[src/rtl/uart_tx_fifo.sv]
// rtl/uart_tx_fifo.sv - 8N1 UART transmitter fed by a small write FIFO
module uart_tx_fifo #(
    parameter int CLK_FREQ   = 100_000_000,
    parameter int BPS        = 9600,
    parameter int FIFO_DEPTH = 4
) (
    input  logic       PCLK,
    input  logic       PRESETn,
    input  logic       wr_en,
    input  logic [7:0] wr_data,
    output logic       full,
    output logic       empty,
    output logic       tx,
    output logic       tx_busy,
    output logic       tx_done
);
    localparam int DIVIDER_CNT = CLK_FREQ / (BPS * 16);
    localparam int BAUD_W      = (DIVIDER_CNT > 1) ? $clog2(DIVIDER_CNT) : 1;
    localparam int PTR_W       = $clog2(FIFO_DEPTH);
    localparam int CNT_W       = PTR_W + 1;

    localparam logic [1:0] IDLE  = 2'd0;
    localparam logic [1:0] START = 2'd1;
    localparam logic [1:0] DATA  = 2'd2;
    localparam logic [1:0] STOP  = 2'd3;

    logic [7:0]        mem [FIFO_DEPTH];
    logic [PTR_W-1:0]  wr_ptr;
    logic [PTR_W-1:0]  rd_ptr;
    logic [CNT_W-1:0]  count;
    logic [CNT_W-1:0]  count_next;
    logic              push;
    logic              pop;
    logic [7:0]        rd_data;

    logic [1:0]        state;
    logic [1:0]        state_next;
    logic [BAUD_W-1:0] baud_cnt;
    logic [3:0]        tick_cnt;
    logic [2:0]        bit_cnt;
    logic [7:0]        shift;
    logic              tick;
    logic              bit_end;

    // A full FIFO drops the push even when the FSM pops in the same cycle.
    assign push    = wr_en & ~full;
    assign rd_data = mem[rd_ptr];

    always_comb begin
        count_next = count;
        case ({push, pop})
            2'b10:   count_next = count + CNT_W'(1);
            2'b01:   count_next = count - CNT_W'(1);
            default: count_next = count;
        endcase
    end

    always_ff @(posedge PCLK) begin
        if (push) begin
            mem[wr_ptr] <= wr_data;
        end
    end

    always_ff @(posedge PCLK or negedge PRESETn) begin
        if (!PRESETn) begin
            wr_ptr <= '0;
            rd_ptr <= '0;
            count  <= '0;
            full   <= 1'b0;
            empty  <= 1'b1;
        end else begin
            if (push) begin
                wr_ptr <= wr_ptr + PTR_W'(1);
            end
            if (pop) begin
                rd_ptr <= rd_ptr + PTR_W'(1);
            end
            count <= count_next;
            full  <= (count_next == CNT_W'(FIFO_DEPTH));
            empty <= (count_next == '0);
        end
    end

    assign tick    = (baud_cnt == BAUD_W'(DIVIDER_CNT - 1));
    assign bit_end = tick && (tick_cnt == 4'd15);
    assign tx_done = (state == STOP) && bit_end;

    always_comb begin
        state_next = state;
        pop        = 1'b0;
        case (state)
            IDLE: begin
                if (!empty) begin
                    pop        = 1'b1;
                    state_next = START;
                end
            end
            START: begin
                if (bit_end) begin
                    state_next = DATA;
                end
            end
            DATA: begin
                if (bit_end && bit_cnt == 3'd7) begin
                    state_next = STOP;
                end
            end
            STOP: begin
                if (bit_end) begin
                    if (!empty) begin
                        pop        = 1'b1;
                        state_next = START;
                    end else begin
                        state_next = IDLE;
                    end
                end
            end
            default: state_next = IDLE;
        endcase
    end

    // A pop always starts a fresh frame: start bit driven, all bit timing restarted.
    always_ff @(posedge PCLK or negedge PRESETn) begin
        if (!PRESETn) begin
            state    <= IDLE;
            tx_busy  <= 1'b0;
            tx       <= 1'b1;
            shift    <= '0;
            baud_cnt <= '0;
            tick_cnt <= '0;
            bit_cnt  <= '0;
        end else begin
            state   <= state_next;
            tx_busy <= (state_next != IDLE);
            if (pop) begin
                shift    <= rd_data;
                tx       <= 1'b0;
                baud_cnt <= '0;
                tick_cnt <= '0;
                bit_cnt  <= '0;
            end else begin
                if (state == IDLE || tick) begin
                    baud_cnt <= '0;
                end else begin
                    baud_cnt <= baud_cnt + BAUD_W'(1);
                end
                if (state != IDLE && tick) begin
                    tick_cnt <= tick_cnt + 4'd1;
                end
                case (state)
                    START: begin
                        if (bit_end) begin
                            tx <= shift[0];
                        end
                    end
                    DATA: begin
                        if (bit_end) begin
                            shift   <= {1'b0, shift[7:1]};
                            bit_cnt <= bit_cnt + 3'd1;
                            tx      <= (bit_cnt == 3'd7) ? 1'b1 : shift[1];
                        end
                    end
                    STOP: tx <= 1'b1;
                    default: tx <= 1'b1;
                endcase
            end
        end
    end
endmodule

[config.mk]
export PLATFORM = sky130hd
export DESIGN_NAME = uart_tx_fifo
export DESIGN_NICKNAME = d
export VERILOG_FILES = /design/src/rtl/uart_tx_fifo.sv
export SDC_FILE = /design/constraint.sdc
export NUM_CORES = 1
export LEC_CHECK = 0
export BUFFER_PORTS_ARGS = -buffer_cell sky130_fd_sc_hd__clkbuf_2
export CAP_MARGIN = 20
export CORE_ASPECT_RATIO = 0.5
export CORE_MARGIN = 2
export CORE_UTILIZATION = 55
export DETAILED_ROUTE_END_ITERATION = 8
export GPL_TIMING_DRIVEN = 1
export MAX_ROUTING_LAYER = met4
export PLACE_DENSITY_LB_ADDON = 0.05
export SKIP_LAST_GASP = 1
export SLEW_MARGIN = 15
export SYNTH_ARGS = -nofsm -noshare
export SYNTH_HDL_FRONTEND = slang
export SYNTH_SLANG_ARGS = --single-unit
export TNS_END_PERCENT = 100
[constraint.sdc]
create_clock -name PCLK -period 7.6 [get_ports PCLK]
set_clock_uncertainty 0.05 [all_clocks]
set_input_delay 1.52 -clock PCLK [delete_from_list [all_inputs] [get_ports PCLK]]
set_output_delay 1.52 -clock PCLK [all_outputs]
set_load 0.005 [all_outputs]
==> results of run 1 <==
-- critical path, cell delays in order (launching register included) --
cell                       delay [ns]
sky130_fd_sc_hd__dfrtp_1         0.42
sky130_fd_sc_hd__inv_1           0.07
sky130_fd_sc_hd__ha_1            0.15
sky130_fd_sc_hd__or3b_1          0.41
sky130_fd_sc_hd__nor4_2          0.38
sky130_fd_sc_hd__and2_1          0.20
sky130_fd_sc_hd__clkbuf_2        0.11
-- through the flow --
step	setup slack (ns)	power (W)	cells	instance area [um^2]
3_5_place_dp	4.01	0.000911	323	3430
6_report	3.96	0.00131	339	3720
3_3_place_gp	4.13	0.000899	323	3430
5_1_grt	3.86	0.00140	339	3720
4_1_cts	3.94	0.00133	339	3720
2_1_floorplan	4.28	0.000827	241	3290
-- logic make-up after synthesis --
family | after synthesis
buf+inv | 17
compound gates | 21
mux | 25
flops | 70
xor+xnor | 16
simple gates | 77
fa+ha+maj | 15
-- cell usage in the layout, fill, tap and decap left out, types with 5 or more instances in the layout --
master                      instances
sky130_fd_sc_hd__dfrtp_1           36
sky130_fd_sc_hd__xnor2_1           10
sky130_fd_sc_hd__mux2_2             9
sky130_fd_sc_hd__clkbuf_16          9
sky130_fd_sc_hd__and2_1             5
sky130_fd_sc_hd__mux4_2             8
sky130_fd_sc_hd__clkbuf_2          15
sky130_fd_sc_hd__a21oi_1            6
sky130_fd_sc_hd__xor2_1             6
sky130_fd_sc_hd__nor2_1            22
sky130_fd_sc_hd__inv_1             11
sky130_fd_sc_hd__mux2_4             6
sky130_fd_sc_hd__nand3_1           11
sky130_fd_sc_hd__edfxtp_1          32
sky130_fd_sc_hd__nand2_1           14
sky130_fd_sc_hd__ha_1              14
-- worst paths after layout --
check | end | slack, ns
worst max register to register | full$_DFF_PN0_ | 4.37
worst min-delay path | tx$_DFFE_PN1P_ | 0.44
min in group asynchronous | tx_busy$_DFF_PN0_ | 1.27
worst max-delay path | tx_done | 3.96
worst min register to register | tx$_DFFE_PN1P_ | 0.44
max in group asynchronous | baud_cnt[0]$_DFF_PN0_ | 5.65
-- routing by layer --
layer / wire (um) / vias up / global-route usage (%) / share of wire (%)
li1: - / 910 / - / -
met1: 2580 / 914 / 25.2 / 47
met2: 2510 / 40 / 30.8 / 45
met3: 336 / 10 / 8.75 / 6.1
met4: 97 / 0 / 8.54 / 1.8
met5: 0 / - / - / 0
-- cell type report --
| type | count | area (um^2) |
|---|---|---|
| Fill cell | 425 | 1910 |
| Sequential cell | 70 | 1910 |
| Inverter | 11 | 41.3 |
| Timing Repair Buffer | 15 | 75.1 |
| Clock inverter | 6 | 70.1 |
| Tap cell | 73 | 91.3 |
| Clock buffer | 10 | 229 |
| Multi-Input combinational cell | 154 | 1300 |
-- report_power, final --
| part | internal [W] | switching, W |
|---|---|---|
| Clock | 0.000256 | 0.000157 |
| Combinational | 0.000174 | 0.000159 |
| Sequential | 0.000496 | 0.0000710 |
| Total | 0.000926 | 0.000387 |
-- flip-flops by register name, summed over array words and instances, names as in the netlist, 3 cells and up --
signal,cells
baud_cnt,10
bit_cnt,3
count,3
mem,32
shift,8
tick_cnt,4
==> impl_summary.md, run 1 <==
Detailed routing
The total detailed-routing wirelength is 5530 um. The number of vias per cell after detailed routing is 5.53. The routed length per placed instance is 16.3 um. The violation count after the first detailed-route iteration is 99.

The number of antenna-violating nets in the routed design is 0. Across all layers, the routed design uses 1874 vias. The pre-antenna-repair detailed-routing pass consisted of 4 iterations. The count of unresolved DRC violations after routing is 0.

STA
The smallest hold slack is 0.442 ns. The final setup TNS is 0 ns. The fmax is 275 MHz. The count of pins over their slew limit is 0. In the finished design, the share of the clock period the worst path needs comes to 47.9%. The worst max-slew margin expressed relative to the limit is 37.9%. The number of hold violations in the final report was 0.

The number of failing setup endpoints in the final timing report is 0. Setup repair after global routing left no endpoint under its margin. For the finished layout, the period the worst path requires is 3.64 ns.

The pin slew with the least headroom to its limit is 0.932 ns.

Logic synthesis
Summing the areas of all fa, ha and maj instances in the mapped netlist gives 5.93% of the synthesized area. The multiplexer fraction of the synthesized cell area is 11.9%. By count the netlist is led by sky130_fd_sc_hd__dfrtp_1, sky130_fd_sc_hd__edfxtp_1, sky130_fd_sc_hd__nor2_1. Summing the areas of all xor and xnor instances in the mapped netlist gives 4.26% of the synthesized area.

After synthesis the cells add up to 3290 um^2. After synthesis, the cell types taking the most area are sky130_fd_sc_hd__edfxtp_1, sky130_fd_sc_hd__dfrtp_1, sky130_fd_sc_hd__mux4_2. Yosys mapped a number of flops with a built-in enable equal to 32.

After synthesis the netlist holds a flip-flop and latch count of 70. When the netlist entered floorplanning its net count stood at 267. In the post-synthesis netlist, the cell with the most instances is sky130_fd_sc_hd__dfrtp_1. After synthesis, the largest area contributor takes up 29.2% of total cell area. The unique cell type count in the Yosys netlist is 48. For this run, the leading register cell type out of synthesis is sky130_fd_sc_hd__dfrtp_1.

Each instance of the synthesized netlist takes up on average 13.7 um^2. Counting flops with an async set or reset pin after synthesis yields a share of 54.3%. The post-synthesis sequential area ratio is 58.2%. The main combinational cell family by area after synthesis is simple AND/OR/NAND/NOR gates. The count of warnings emitted by yosys is 0. Of the total synthesized cell area, the portion taken by AND, OR, NAND and NOR gates is 12.9%.

Summing the areas of all compound-gate instances in the mapped netlist gives 4.60% of the synthesized area. The instance count of the mapped netlist is 241. sky130_fd_sc_hd__edfxtp_1 takes more of the synthesized area than any other cell.

Final layout
The count of antenna diodes in the layout is 0. From synthesis to final layout, the design area changed by 13.2%. The share of cells above drive strength 1 is 23.7%.

The utilization of the core after routing is 66.1%. The net count of the finished layout is 287.

Worst hold path
The type of the most critical hold path is reg2reg. In this run the most critical hold path is launched from tx$_DFFE_PN1P_. The depth of the worst hold-timing path is 2.

Run
The number of max-capacitance violations reported is 0.

Placed design
At the end of routability-driven placement, the weighted congestion stood at 0.765. The detailed-placement wirelength estimate is 3660 um. The count of buffers added on input and output ports is 15.

Critical path
The critical path is of the reg2out type. STA puts the critical path data arrival time at 2.07 ns. The launch point of the critical path is baud_cnt[0]$_DFF_PN0_. The required time of the critical path is 6.03 ns. The maximum fanout encountered on the critical timing path is 5. In this run the critical register-to-register path is launched from state[0]$_DFF_PN0_. The cell count of the worst reg-to-reg path is 10. STA classifies the critical path endpoint as an output port. STA classifies the critical path startpoint as a flip-flop.

Die
The total area inside the core boundary comes to 5630 um^2. For this design the top-level I/O count stands at 16. The die boundary width is 113 um. Once the floorplan was initialized, standard cells occupied 58.4% of the core. The die span in y is 58.7 um. In this run the core area contains 19 standard-cell rows. The die area is 6660 um^2.

Global route
The total overflow left after global routing is 0. Entering global routing, the biggest net connects 39 pins. The number of global-route vias before repair is 1923. The global-route total usage across every layer is 20.6%. The first global-routing pass estimated 9570 um of wire. The initial antenna violation count came to 0.

Power and ir drop
The worst-case IR drop observed on VDD is 213 uV. The leakage power is 1.52 nW. The power density over the cells is 352 nW/um^2.

CTS
The number of hold-repair buffers added at the cts stage is 0. At the later pin of the worst-skew pair, clock insertion delay measures 0.34 ns. CTS saw 70 sinks.

The number of levels in the clock H-tree is 3. After clock tree synthesis, the clock-pin slew on the worst setup and hold paths is 0.06 ns. The setup fix buffers added after clock tree synthesis is 0. The maximum clock insertion buffer count is 2.

The total clock buffers created by CTS is 9. The number of instances resized during post-cts repair is 0. The clock root buffer is sky130_fd_sc_hd__clkbuf_16.

The TritonCTS clock tree is built.

Outcome
The run finished with clean final reports.
No activity file was read; power rests on OpenSTA's default activity.
==> run 2: changes to the inputs <==
==> constraint.sdc (replaced) <==
create_clock -name PCLK -period 3.75 [get_ports PCLK]
set_clock_uncertainty 0.05 [all_clocks]
set_input_delay 0.75 -clock PCLK [delete_from_list [all_inputs] [get_ports PCLK]]
set_output_delay 0.75 -clock PCLK [all_outputs]
set_load 0.005 [all_outputs]
==> run 2 against run 1 <==
Final cell count grew 0.59%; non-clock buffer count grew 2; wire length is essentially flat; die area is the same; sequential cell count is the same; utilization grew 0.89 points; sequential share of layout area shrank 0.68 points; global-route usage shrank 0.92 points; largest cell class unchanged; first-iteration DRC count shrank 22%; sequential power grew 100%.
==> impl_summary.md, run 2 (synthesis results as in run 1) <==
Outcome
Run status: finished, final reports clean (unchanged).

Critical path
The kind of end point of the critical path was an output port (unchanged). The path type of the worst setup path is reg2out (unchanged). The maximum fanout encountered on the critical timing path was 5 (unchanged). The launching element type of the critical path is a flip-flop (unchanged). The launch point of the critical path was baud_cnt[0]$_DFF_PN0_ (unchanged). The minimum setup slack among reg-to-reg paths came to 0.94 ns (was 4.37 ns).

The data arrival time of the critical path is 2.15 ns (was 2.07 ns). The required time of the critical path is 2.95 ns (was 6.03 ns). The endpoint of the worst register-to-register path is full$_DFF_PN0_ (unchanged). The reg-to-reg critical path startpoint is baud_cnt[0]$_DFF_PN0_ (was state[0]$_DFF_PN0_). The cell count of the worst reg-to-reg path is 10 (unchanged).

Placed design
The detailed-placement wirelength estimate came to 3730 um (was 3660 um). The number of port buffers is 15 (unchanged). The number of cells in the design after placement is 324 (was 323).

The routability-driven placement congestion ratio is 0.821 (was 0.765).

Detailed routing
The routed length per placed instance is 16.2 um (was 16.3 um). The count of unresolved DRC violations after routing is 0 (unchanged). The number of antenna-violating nets in the routed design is 0 (unchanged). The total iterations of the first detailed-routing run was 4 (unchanged). The number of vias per cell after detailed routing is 5.65 (was 5.53).

The total number of vias came to 1927 (was 1874). The total detailed-routing wirelength came to 5530 um (about the same). The violation count after the first detailed-route iteration is 77 (was 99).

STA
The count of pins over their slew limit is 0 (unchanged). The number of failing setup endpoints in the final timing report is 0 (unchanged). The final setup TNS is 0 ns (unchanged).

The final clock period utilization by the worst path is 78.7%. The number of hold violations in the final report is 0 (unchanged). For the finished layout, the period the worst path requires is 2.95 ns. RSZ-0062 raised after global routing: no (unchanged). The pin slew with the least headroom to its limit is 0.662 ns (was 0.932 ns). The worst max-slew margin expressed relative to the limit was 55.9% (was 37.9%).

Based on the critical path, the design can be clocked at up to 339 MHz.

Global route
The pin count of the biggest net entering global routing is 39 (unchanged). The global-route total usage across every layer was 19.7% (was 20.6%). The number of global-route vias before repair is 1944 (was 1923). The first-pass GRT wire length was 9270 um (was 9570 um). The total congestion overflow after global routing came to 0 (unchanged). The initial antenna violation count was 0 (unchanged).

Final layout
The layout filler cell count is 429 (was 425). The relative area change from synthesis to final layout is 14.7% (was 13.2%). The share of cells above drive strength 1 is 24.6% (was 23.7%). Largest registers: mem: 32 flops, baud_cnt: 10 flops, shift: 8 flops (unchanged). The non-filler instance count after layout came to 341 (was 339).

The count of antenna diodes in the layout is 0 (unchanged). The most flop-heavy register is mem (unchanged). The flip-flop count of the largest register, all copies and words added is 32 (unchanged). Most used cells in the layout excluding fill and tap cells: sky130_fd_sc_hd__dfrtp_1, sky130_fd_sc_hd__edfxtp_1, sky130_fd_sc_hd__nor2_1 (unchanged). The most common cell after layout, fill and taps aside is sky130_fd_sc_hd__dfrtp_1 (unchanged). The net count of the finished layout is 289 (was 287).

CTS
The setup fix buffers added after clock tree synthesis is 0 (unchanged). The total clock buffers created by CTS is 9 (unchanged). The clock root buffer is sky130_fd_sc_hd__clkbuf_16 (unchanged). The TritonCTS clock tree is built (unchanged). The number of levels in the clock H-tree is 3 (unchanged). The number of instances resized during post-cts repair is 0 (unchanged). The clock latency on the worst-skew pair came to 0.33 ns (was 0.34 ns). The maximum clock insertion buffer count is 2 (unchanged). The clock-pin slew on the worst setup and hold paths is 0.05 ns (was 0.06 ns).

The total clock sinks was 70 (unchanged). The number of hold-repair buffers added at the cts stage is 0 (unchanged).

Die
The site row count is 19 (unchanged). The die area was 6660 um^2 (unchanged). The die boundary width came to 113 um (unchanged).

The starting density of the core is 58.4% (unchanged). The die span in y came to 58.7 um (unchanged). The top-level I/O count is 16 (unchanged). The standard cell core area is 5630 um^2 (unchanged).

Power and ir drop
The worst IR drop on VDD is 646 uV (was 213 uV). The power density over the cells came to 724 nW/um^2 (was 352 nW/um^2). The leakage power is 1.56 nW (was 1.52 nW).

Worst hold path
The type of the most critical hold path is in2async (was reg2reg).

Run
The number of max-capacitance violations reported came to 0 (unchanged).
[run 2: area by class of cell]
type,count,area (um^2),share of cell area [%]
inverter,11,41.3,1.09
tap,73,91.3,2.42
sequential,70,1910,50.7
timing repair buffer,17,103,2.72
clock buffer,9,225,5.97
multi-input combinational,154,1300,34.5
clock inverter,7,96.3,2.55
[run 2: report_power, final]
part | total, W | internal [W] | leakage [nW] | switching [W]
registers | 0.00115 | 0.00100 | 0.772 | 0.000144
clock network | 0.000898 | 0.000583 | 0.160 | 0.000314
logic | 0.000687 | 0.000359 | 0.628 | 0.000328
[run 2: how the worst max path moves through the flow]
stage | end | cells past startpoint | slack [ns]
6_report | tx_done | 6 | 0.80
5_1_grt | tx_done | 6 | 0.65
4_1_cts | tx_done | 6 | 0.77
3_5_place_dp | full$_DFF_PN0_ | 10 | 0.93
3_3_place_gp | full$_DFF_PN0_ | 8 | 1.02
2_1_floorplan | full$_DFF_PN0_ | 11 | 0.84
[run 2: worst max-delay path, cell delays in order (launching register included)]
cell and delay [ns]:
sky130_fd_sc_hd__dfrtp_1 0.42, sky130_fd_sc_hd__inv_1 0.08, sky130_fd_sc_hd__ha_1 0.15, sky130_fd_sc_hd__or3b_1 0.41, sky130_fd_sc_hd__nor4_2 0.42, sky130_fd_sc_hd__and2_1 0.22
sky130_fd_sc_hd__clkbuf_2 0.11
[run 2: layer usage]
metal	vias to the layer above	track usage [%]	wire length [um]
met3	6	6.80	180
met4	0	7.14	56
li1	923	-	-
met1	969	24.9	2670
met2	29	30.3	2620
met5	-	-	0
[run 2: through the flow]
| step | worst slack (ns) | hold slack, ns | utilization (%) | cell area [um^2] | power (W) |
|---|---|---|---|---|---|
| final | 0.798 | 0.258 | 67.0 | 3770 | 0.00273 |
| after global routing | 0.646 | 0.272 | 67.0 | 3770 | 0.00290 |
| after CTS | 0.769 | 0.432 | 66.6 | 3750 | 0.00277 |
| after detailed placement | 0.929 | 0.419 | 60.9 | 3430 | 0.00186 |
| after global placement | 1.02 | 0.417 | 60.9 | 3430 | 0.00183 |
| after floorplan | 0.845 | 0.396 | - | 3290 | 0.00168 |
==> run 3: changes to the inputs <==
--- a/config.mk
+++ b/config.mk
@@ -5,11 +5,12 @@
 export SDC_FILE = /design/constraint.sdc
 export NUM_CORES = 1
 export LEC_CHECK = 0
+export ABC_AREA = 1
 export BUFFER_PORTS_ARGS = -buffer_cell sky130_fd_sc_hd__clkbuf_2
 export CAP_MARGIN = 20
 export CORE_ASPECT_RATIO = 0.5
 export CORE_MARGIN = 2
-export CORE_UTILIZATION = 55
+export CORE_UTILIZATION = 54
 export DETAILED_ROUTE_END_ITERATION = 8
 export GPL_TIMING_DRIVEN = 1
 export MAX_ROUTING_LAYER = met4
==> constraint.sdc (replaced) <==
create_clock -name PCLK -period 2.7 [get_ports PCLK]
set_clock_uncertainty 0.05 [all_clocks]
set_input_delay 0.54 -clock PCLK [delete_from_list [all_inputs] [get_ports PCLK]]
set_output_delay 0.54 -clock PCLK [all_outputs]
set_load 0.005 [all_outputs]
==> run 3 against run 2 <==
Global-route usage is 1.4 points higher; wire length is 5.4% higher; sequential cell count stayed put; final cell count is 23% higher; worst setup slack worse by 0.62 ns; register-to-register slack worse by 0.76 ns.
==> impl_summary.md, run 3 <==
Final layout
The relative area change from synthesis to final layout is 16.5% (was 14.7%). The most common cell after layout, fill and taps aside is sky130_fd_sc_hd__nand2_1 (was sky130_fd_sc_hd__dfrtp_1). The utilization of the core after routing was 66.7% (was 67.0%).

Largest registers: mem: 32 flops, baud_cnt: 10 flops, shift: 8 flops (unchanged). The share of cells above drive strength 1 is 16.2% (was 24.6%). The count of antenna diodes in the layout is 0 (unchanged). The most flop-heavy register is mem (unchanged). The net count of the finished layout is 367 (was 289). The flip-flop count of the largest register, all copies and words added is 32 (unchanged). Most used cells in the layout excluding fill and tap cells: sky130_fd_sc_hd__nand2_1, sky130_fd_sc_hd__nor2_1, sky130_fd_sc_hd__dfrtp_1 (was sky130_fd_sc_hd__dfrtp_1, sky130_fd_sc_hd__edfxtp_1, sky130_fd_sc_hd__nor2_1).

CTS
The clock-pin slew on the worst setup and hold paths is 0.06 ns (was 0.05 ns). The TritonCTS clock tree is built (unchanged). The total clock sinks came to 70 (unchanged). The setup fix buffers added after clock tree synthesis is 0 (unchanged).

The clock latency on the worst-skew pair came to 0.33 ns (about the same). The total clock buffers created by CTS is 9 (unchanged). The maximum clock insertion buffer count was 2 (unchanged).

The number of hold-repair buffers added at the cts stage is 0 (unchanged). The number of instances resized during post-cts repair is 0 (unchanged). The clock root buffer was sky130_fd_sc_hd__clkbuf_16 (unchanged). The number of levels in the clock H-tree came to 3 (unchanged).

Critical path
The kind of end point of the critical path is a flip-flop (was output port). The cell count of the worst reg-to-reg path is 13 (was 10). The data arrival time of the critical path is 2.73 ns (was 2.15 ns).

The path type of the worst setup path is reg2reg (was reg2out). The maximum fanout encountered on the critical timing path is 3 (was 5). The endpoint of the worst register-to-register path is full$_DFF_PN0_ (unchanged). The reg-to-reg critical path startpoint is baud_cnt[0]$_DFF_PN0_ (unchanged). The launching element type of the critical path is a flip-flop (unchanged). The required time of the critical path is 2.91 ns (was 2.95 ns). The minimum setup slack among reg-to-reg paths is 0.18 ns (was 0.94 ns).

The launch point of the critical path is baud_cnt[0]$_DFF_PN0_ (unchanged).

Logic synthesis
The fraction of registers with async set or reset after synthesis is 54.3% (unchanged). The number of enable flip-flop cells after synthesis came to 32 (unchanged). The number of storage elements in the synthesis netlist is 70 (unchanged). Cell types occupying the most area after synthesis: sky130_fd_sc_hd__edfxtp_1, sky130_fd_sc_hd__dfrtp_1, sky130_fd_sc_hd__nand2_1 (was sky130_fd_sc_hd__edfxtp_1, sky130_fd_sc_hd__dfrtp_1, sky130_fd_sc_hd__mux4_2). The unique cell type count in the Yosys netlist is 32 (was 48). The most frequently used cell type in the post-synthesis netlist is sky130_fd_sc_hd__nand2_1 (was sky130_fd_sc_hd__dfrtp_1). The post-synthesis sequential area ratio is 59.9% (was 58.2%). The post-synth design cell area is 3200 um^2 (was 3290 um^2).

The synthesized net count came to 338 (was 267). The instance count of the mapped netlist came to 312 (was 241). The most area-hungry cell type in the Yosys netlist was sky130_fd_sc_hd__edfxtp_1 (unchanged). The average footprint of a synthesized cell is 10.2 um^2 (was 13.7 um^2). The area share of the largest cell type after synthesis came to 30.1% (was 29.2%). Commonest cells in the netlist: sky130_fd_sc_hd__nand2_1, sky130_fd_sc_hd__nor2_1, sky130_fd_sc_hd__dfrtp_1 (was sky130_fd_sc_hd__dfrtp_1, sky130_fd_sc_hd__edfxtp_1, sky130_fd_sc_hd__nor2_1).

The most used flip-flop cell after synthesis was sky130_fd_sc_hd__dfrtp_1 (unchanged). The count of warnings emitted by yosys came to 0 (unchanged).

STA
The final clock period utilization by the worst path is 93.3%. The number of failing setup endpoints in the final timing report is 0 (unchanged). The count of pins over their slew limit is 0 (unchanged). The fmax is 397 MHz.

The worst max-slew margin expressed relative to the limit is 37.2% (was 55.9%). RSZ-0062 raised after global routing: no (unchanged). The final setup TNS came to 0 ns (unchanged). The pin slew with the least headroom to its limit came to 0.942 ns (was 0.662 ns).

The number of hold violations in the final report is 0 (unchanged). Counting I/O delays and the setup requirement, the final critical path takes 2.52 ns. The smallest hold slack came to 0.286 ns (was 0.258 ns).

Global route
The initial antenna violation count is 0 (unchanged). The total congestion overflow after global routing came to 0 (unchanged). The pin count of the biggest net entering global routing came to 39 (unchanged).

The global-route total usage across every layer came to 21.1% (was 19.7%). The first-pass GRT wire length is 10000 um (was 9270 um). The number of global-route vias before repair is 2243 (was 1944).

Power and ir drop
The leakage power is 1.64 nW (was 1.56 nW). The power density over the cells was 773 nW/um^2 (was 724 nW/um^2). The worst IR drop on VDD is 516 uV (was 646 uV).

Detailed routing
The detailed-routed wire length on met2 is 2780 um (was 2620 um). The count of unresolved DRC violations after routing came to 0 (unchanged). The met3 routed wirelength is 292 um (was 180 um). The total number of vias is 2214 (was 1927). The total iterations of the first detailed-routing run is 4 (unchanged).

The number of vias per cell after detailed routing came to 5.28 (was 5.65). The routed length per placed instance was 13.9 um (was 16.2 um). The number of antenna-violating nets in the routed design is 0 (unchanged). The violation count after the first detailed-route iteration is 133 (was 77). The uppermost layer routed is met4 (unchanged). The routed metal-1 wirelength came to 2690 um (was 2670 um).

The total detailed-routing wirelength is 5830 um (was 5530 um).

Die
The die span in y is 58.4 um (was 58.7 um). The site row count is 19 (unchanged). The die area is 6590 um^2 (was 6660 um^2).

The starting density of the core is 57.2% (was 58.4%). The die boundary width is 113 um (about the same). The standard cell core area came to 5590 um^2 (was 5630 um^2). The top-level I/O count is 16 (unchanged).

Placed design
The number of port buffers is 15 (unchanged). The detailed-placement wirelength estimate is 3780 um (was 3730 um). The routability-driven placement congestion ratio is 0.855 (was 0.821).

Outcome
Run status: finished, final reports clean (unchanged).

Run
The number of max-capacitance violations reported was 0 (unchanged).

Worst hold path
The type of the most critical hold path is in2async (unchanged).
[run 3: cell count changes after synthesis, sizes merged, moves of 7 or more]
| cell | delta |
|---|---|
| nand2 | +35 |
| nor2 | +26 |
| inv | +20 |
| nand3 | +20 |
| o21ai | +20 |
| mux2 | -14 |
| mux4 | -8 |
| o22ai | +7 |
| xnor2 | -7 |
[run 3: worst max-delay path, cell delays in order, from the launching register on]
cell                       delay, ns
sky130_fd_sc_hd__dfrtp_1        0.39
sky130_fd_sc_hd__inv_1          0.06
sky130_fd_sc_hd__ha_1           0.13
sky130_fd_sc_hd__nand2_1        0.08
sky130_fd_sc_hd__nor2_4         0.14
sky130_fd_sc_hd__nand4_4        0.08
sky130_fd_sc_hd__o21ai_2        0.13
sky130_fd_sc_hd__nand2_2        0.08
sky130_fd_sc_hd__clkinv_2       0.06
sky130_fd_sc_hd__ha_1           0.18
sky130_fd_sc_hd__fa_1           0.42
sky130_fd_sc_hd__mux2_2         0.28
sky130_fd_sc_hd__or2_2          0.28
sky130_fd_sc_hd__nor2_1         0.10
[run 3: per-layer routing]
metal | vias up | global-route usage [%]
met2 | 44 | 34.0
met3 | 11 | 9.27
met5 | - | -
li1 | 1095 | -
met1 | 1064 | 24.7
met4 | 0 | 5.92
[run 3: cell type report]
type	instances	area [um^2]
clock inverters	6	92.6
well taps	73	91.3
fillers	424	1860
clock buffers	10	229
inverters	32	121
multi-input cells	203	1120
flip-flops and latches	70	1910
repair buffers	25	150
[run 3: kinds of logic (layout without fill, tap and decap cells)]
kind of cell               after synthesis  after routing  share of synthesized area [%]
AOI/OAI and AO/OA                       37             37                           6.34
muxes                                    1              1                          0.352
xor gates and xnor gates                11             11                           3.02
DFF                                     70             70                           59.9
buffers and inverters                   39             73                           5.13
adders and majority gates               15             15                           6.11
and+or+nand+nor                        139            139                           19.1
[run 3: where the power goes]
group | total [W] | internal [W] | switching (W)
logic | 0.000307 | 0.000120 | 0.000187
clock network | 0.00125 | 0.000814 | 0.000438
registers | 0.00132 | 0.00126 | 0.0000532
total | 0.00288 | 0.00220 | 0.000678
[run 3: stage by stage]
stage               total power, W  std cells  setup slack, ns  instance area (um^2)
floorplan                  0.00152        312           0.0245                  3200
global placement           0.00163        403            0.223                  3390
finish                     0.00288        419            0.180                  3720
CTS                        0.00291        419            0.119                  3720
global route               0.00302        419           0.0165                  3720
detailed placement         0.00165        403            0.116                  3390
[run 3: worst max-delay path by stage]
stage                      to
3_5_place_dp   full$_DFF_PN0_
4_1_cts        full$_DFF_PN0_
2_1_floorplan  full$_DFF_PN0_
6_report       full$_DFF_PN0_
5_1_grt        full$_DFF_PN0_
3_3_place_gp   full$_DFF_PN0_
